File: src/rtl/qpsk_hard_demap_pack.sv
// Hard-decision QPSK demapper: sign bits of I/Q become a 2-bit code,
// packed MSB-first into OUT_WIDTH-bit words behind a one-deep output register.
module qpsk_hard_demap_pack #(
  parameter int WIDTH = 32,
  parameter int OUT_WIDTH = 32,
  localparam int SYMS = OUT_WIDTH / 2,
  localparam int CW = $clog2(SYMS),
  localparam int NW = $clog2(SYMS + 1)
) (
  input  logic                 clk,
  input  logic                 reset,
  input  logic                 clear,
  input  logic                 invert_q,
  input  logic [WIDTH-1:0]     i_tdata,
  input  logic                 i_tlast,
  input  logic                 i_tvalid,
  output logic                 i_tready,
  output logic [OUT_WIDTH-1:0] o_tdata,
  output logic                 o_tlast,
  output logic [NW-1:0]        o_nsym,
  output logic                 o_tvalid,
  input  logic                 o_tready
);

  logic [OUT_WIDTH-1:0] acc;
  logic [CW-1:0]        sym_cnt;
  logic [1:0]           code;
  logic [OUT_WIDTH-1:0] placed;
  logic                 xfer;
  logic                 last_sym;
  logic                 closing;
  logic                 out_hs;
  logic                 unused_bits;

  // Only the sign bit of each half carries decision information.
  assign unused_bits = ^{i_tdata};

  assign i_tready = ~o_tvalid | o_tready;
  assign xfer     = i_tvalid & i_tready;
  assign out_hs   = o_tvalid & o_tready;
  assign last_sym = (sym_cnt == CW'(SYMS - 1));
  assign closing  = xfer & (last_sym | i_tlast);

  // Zero is treated as positive, so only the MSB matters.
  assign code = {i_tdata[WIDTH-1], i_tdata[WIDTH/2-1] ^ invert_q};

  // Symbol k lands at bits [OUT_WIDTH-1-2k -: 2].
  assign placed = {code, {(OUT_WIDTH-2){1'b0}}} >> {sym_cnt, 1'b0};

  // Accumulate codes of the word under construction.
  always_ff @(posedge clk or posedge reset) begin
    if (reset) begin
      acc     <= '0;
      sym_cnt <= '0;
    end else if (clear) begin
      acc     <= '0;
      sym_cnt <= '0;
    end else if (xfer) begin
      if (closing) begin
        acc     <= '0;
        sym_cnt <= '0;
      end else begin
        acc     <= acc | placed;
        sym_cnt <= sym_cnt + CW'(1);
      end
    end
  end

  // Single-stage output register; reloads on a closing transfer.
  always_ff @(posedge clk or posedge reset) begin
    if (reset) begin
      o_tdata  <= '0;
      o_tlast  <= 1'b0;
      o_nsym   <= '0;
      o_tvalid <= 1'b0;
    end else if (clear) begin
      o_tvalid <= 1'b0;
    end else if (closing) begin
      o_tdata  <= acc | placed;
      o_tlast  <= i_tlast;
      o_nsym   <= NW'({1'b0, sym_cnt}) + NW'(1);
      o_tvalid <= 1'b1;
    end else if (out_hs) begin
      o_tvalid <= 1'b0;
    end
  end

endmodule

File: config.mk
export PLATFORM = sky130hd
export DESIGN_NAME = qpsk_hard_demap_pack
export DESIGN_NICKNAME = d
export VERILOG_FILES = /design/src/rtl/qpsk_hard_demap_pack.sv
export SDC_FILE = /design/constraint.sdc
export NUM_CORES = 1
export LEC_CHECK = 0
export CAP_MARGIN = 20
export CORE_ASPECT_RATIO = 1.2
export CORE_MARGIN = 2
export CORE_UTILIZATION = 40
export CTS_CLUSTER_SIZE = 8
export DETAILED_ROUTE_END_ITERATION = 12
export PLACE_DENSITY = 0.67
export SYNTH_ARGS = -nofsm -noshare
export SYNTH_HDL_FRONTEND = slang
export SYNTH_SLANG_ARGS = --single-unit
File: constraint.sdc
create_clock -name clk -period 4.92 [get_ports clk]
set_input_delay 1.23 -clock clk [delete_from_list [all_inputs] [get_ports clk]]
set_output_delay 1.23 -clock clk [all_outputs]
set_load 0.05 [all_outputs]
Yosys cells after proc, flatten, opt, wreduce, memory -nomap -nowiden
Cells that the tools add are included.
{ "word_totals": {"regBits": 75, "latchBits": 0, "mem_bits_rw": 0, "romBits": 0, "in_bits": 39, "output_inout_bits": 40, "mem_count": 0} }
{ "op_classes": {"addsub": 2, "n_mul": 0, "div": 0, "order_cmp": 0, "eq_ne": 1, "n_shift": 1, "muxes": 9, "bitwise_logic": 9, "n_reduce_logical": 3} }
{ "ops": {"columns": ["cell", "count"], "rows": [
  ["$mux 32", 3],
  ["$or 32x32->32", 1],
  ["$shr 32x5->32", 1],
  ["$mux 4", 3],
  ["$add 4x1->5 const B", 1],
  ["$add 4x1->4 const B", 1],
  ["$eq 4x4->1 const B", 1],
  ["$and 1x1->1", 3],
  ["$mux 1", 3],
  ["$reduce_bool 3->1", 1],
  ["$not 1->1", 2],
  ["$or 1x1->1", 2],
  ["$reduce_and 2->1", 1],
  ["$reduce_bool 2->1", 1],
  ["$xor 1x1->1", 1]
]} }

Longest topological paths before layout
{ "depth": {"word_depth": 7, "mapped_depth": 7, "ltp_nobuf": 5} }

Worst setup path after synthesis
No wires, ideal clock.
{ "synth_timing": {"path_type": "in2out", "start": "in o_tready", "end": "out i_tready", "t_arrival_ns": 1.914, "t_required_ns": 3.690, "slack_ns": 1.776, "cell_stages": 2, "path_buffers": 0, "cell_sequence": "and2b_1 > clkinv_1"} }
{ "synth_via": {"elab_chain_cells": 1} }
{ "synth_rtl": {"columns": ["element", "line", "text"], "rows": [
  ["from (decl)", "22", "input logic o_tready"],
  ["$or 1x1->1", "38", "assign i_tready = ~o_tvalid | o_tready;"],
  ["to (decl)", "17", "output logic i_tready,"]
]} }
Every way passes these cells.

Worst setup path after layout
Ends and elaborated chain as after synthesis.

==> flow_summary.ini <==
[synthesis]
yosys-top-cells-area = dfrtp_1 (57%), a21oi_1 (11%), a21oi_2 (9.0%), nor2_1 (8.1%), buf_6 (2.4%)
synth.distinct_cells = 32
synthCells = 326
yosysWarnings = 0
yosys.area.top_type_share_pct = 56.9
syn_area_mm2 = 0.00330
yosysTopAreaCell = dfrtp_1
syn_nets = 366
ys_seq_area_share_pct = 56.9
synth-seq-cells = 75
synth.avg_cell_area_um2 = 10.1

[cts]
clock_sink_count = 75
cts_made_buffers = 9
path_clk_slew_ns = 0.07
post_cts_buffers = 0
holdBufCountCts = 0
htreeDepth = 3
worstSkewPairLatency_ns = 0.35
cts-resized-gates = 0
root_buffer = clkbuf_8
cts_tree = done
clock_path_buffers = 2

[route]
drt-initial-drc-count = 159
route.vias.total = 2370
drt_wl_total_mm = 6.64
drc = 0
wire_per_inst_um = 14.4
viasPerCell = 5.15
drt-pass1-iter-count = 4
ant_nets = 0

[timing]
finalClockSkew_ns = 0.0118
period_needed_ns = 4.11
slew_viol_final = 0
timing.fmax_mhz = 243
hold_violations = 0
fin_tns_setup_ns = 0
finalCritPeriodShare_pct = 83.6
finalSetupViolations = 0
worst_pin_slew_ns = 0.860
layout_setup_ws_ns = 0.807
slew_headroom_pct = 42.6
rsz0062_at_grt = no

[worst_setup_path]
cp-end-kind = output port
cp_top_family = buffers and inverters
worst-path-buf-inv = 3
cpMostUsedCell = clkdlybuf4s50_1
arrival_ns = 2.88
max_stage_delay_ns = 0.77
critical_path.max_fanout = 9
cp.required_ns = 3.69
path_cells = clkdlybuf4s50_1 -> and2b_1 -> clkinv_1 -> clkdlybuf4s50_1
critPathKind = primary input to output port
worst_path_max_delay_cell = clkdlybuf4s50_1
crit_path_start_kind = primary input

[placement]
gp_congestion = 0.785
port_buffers = 48
pre_cts_ws_ns = 0.829
placedCellCount = 446
hpwlAfterDp_mm = 4.46

[global_route]
grt_antenna_before_repair = 0
gr-total-overflow = 0
groute.usage.overall_pct = 15.8
first_global_vias = 2297
grt_pass1_wl_mm = 11.0
grt_max_degree = 43

[power]
power_density_mw_per_mm2 = 402
peakVddDrop_v = 0.000173
leakage_nw = 1.65

[cells_and_area]
diodes = 0
finalNonFillerCells = 460
drive_above_1_share_pct = 17.0
nets = 402
area_delta_synth_final_pct = 19.8
fill_cells = 772

[die]
die_w_um = 86.9
start_util_pct = 40.9
coreArea_mm2 = 0.00806
fp-row-count = 36
ios = 79
die_y_um = 103
die_area_mm2 = 0.00899

[worst_hold_path]
hp-class = flip-flop to flip-flop

[outcome]
status = finished, final reports clean

[flow_run]
cap_violations = 0
[cells by family after synthesis]
| family | count (synthesis) | synth area share [%] |
|---|---|---|
| AND/OR/NAND/NOR | 103 | 14.4 |
| multiplexers | 1 | 0.455 |
| buffers and inverters | 32 | 5.57 |
| AO/OA/AOI/OAI | 111 | 21.5 |
| adder cells (fa/ha/maj) | 1 | 0.379 |
| XOR/XNOR | 3 | 0.797 |
| flip-flops | 75 | 56.9 |
[cell usage after synthesis, drive strengths merged]
| library cell | instances |
|---|---|
| a22oi | 1 |
| nor2b | 5 |
| nor4 | 1 |
| or4 | 2 |
| a21oi | 104 |
| nand2b | 1 |
| xor2 | 2 |
| xnor2 | 1 |
| ha | 1 |
| a31oi | 1 |
| a22o | 1 |
| nand2 | 5 |
| o21bai | 1 |
| clkinv | 1 |
| o21ai | 3 |
| nor2 | 71 |
| and3 | 7 |
| and2b | 1 |
| nor3 | 1 |
| clkbuf | 5 |
| buf | 23 |
| mux2 | 1 |
| dfrtp | 75 |
| and2 | 7 |
| nand4 | 2 |
| inv | 3 |
[worst register-to-register path, delay by kind of cell (launching register included)]
kind                       cells  cell delay, ns
AOI/OAI and AO/OA              1            0.16
adders and majority gates      1            0.36
buffers and inverters          1            0.43
DFF                            1            0.48
muxes                          1            0.34
and+or+nand+nor                1            0.19
[stage by stage]
step | total power (W) | cell area (um^2) | hold slack (ns) | utilization [%]
floorplan | 0.00102 | 3300 | 0.463 | -
global placement | 0.00115 | 3770 | 0.476 | 46.8
detailed placement | 0.00115 | 3770 | 0.484 | 46.8
CTS | 0.00160 | 3950 | 0.501 | 49.0
global route | 0.00165 | 3950 | 0.516 | 49.0
finish | 0.00159 | 3950 | 0.494 | 49.0
[final timing paths]
path                       startpoint        end  slack, ns  depth (start not counted)
setup / recovery             o_tready   i_tready       0.81                          4
max in group asynchronous       reset    acc[17]       2.74                          3
hold reg to reg               acc[29]    acc[29]       0.49                          2
setup reg to reg           sym_cnt[0]  o_nsym[1]       2.85                          5
min in group asynchronous       reset  o_nsym[1]       1.39                          2
hold / removal                acc[29]    acc[29]       0.49                          2
[power breakdown]
| group | switching, W | total [W] | internal, W |
|---|---|---|---|
| Clock | 0.000211 | 0.000452 | 0.000241 |
| Sequential | 0.0000300 | 0.000702 | 0.000672 |
| Combinational | 0.000295 | 0.000436 | 0.000141 |
| Total | 0.000536 | 0.00159 | 0.00105 |
[cells in the final DEF (no fill, tap or decap), types with 2 or more instances in the layout]
cell,count
nand4_1,2
and3_1,3
or4_1,2
nor2b_1,5
inv_2,2
clkbuf_8,10
xor2_1,2
clkinv_2,2
nor2_1,71
o21ai_0,3
and2_1,7
clkdlybuf4s50_1,48
a21oi_2,34
nand2_1,5
buf_4,5
dfrtp_1,75
and3_2,4
a21oi_1,70
[final cells by class]
cell class | instances | area [um^2] | share of cell area [%]
Sequential cell | 75 | 1880 | 47.5
Timing Repair Buffer | 53 | 518 | 13.1
Multi-Input combinational cell | 219 | 1240 | 31.4
Tap cell | 95 | 119 | 3.01
Clock inverter | 3 | 40.0 | 1.01
Clock buffer | 11 | 141 | 3.58
Inverter | 4 | 15.0 | 0.380
[routing by layer]
metal | routed length, um | GRT usage (%) | vias up
met4 | 59 | 6.01 | 0
met1 | 3180 | 22.3 | 1130
met2 | 3050 | 23.4 | 69
met5 | 0 | 0 | -
met3 | 347 | 4.05 | 4
li1 | - | - | 1167
[registers in the layout (all words and copies together) (netlist names)]
signal / cells
o_tlast: 1
sym_cnt: 4
o_tvalid: 1
o_nsym: 5
o_tdata: 32
acc: 32
(Power assumes the default switching activity.)
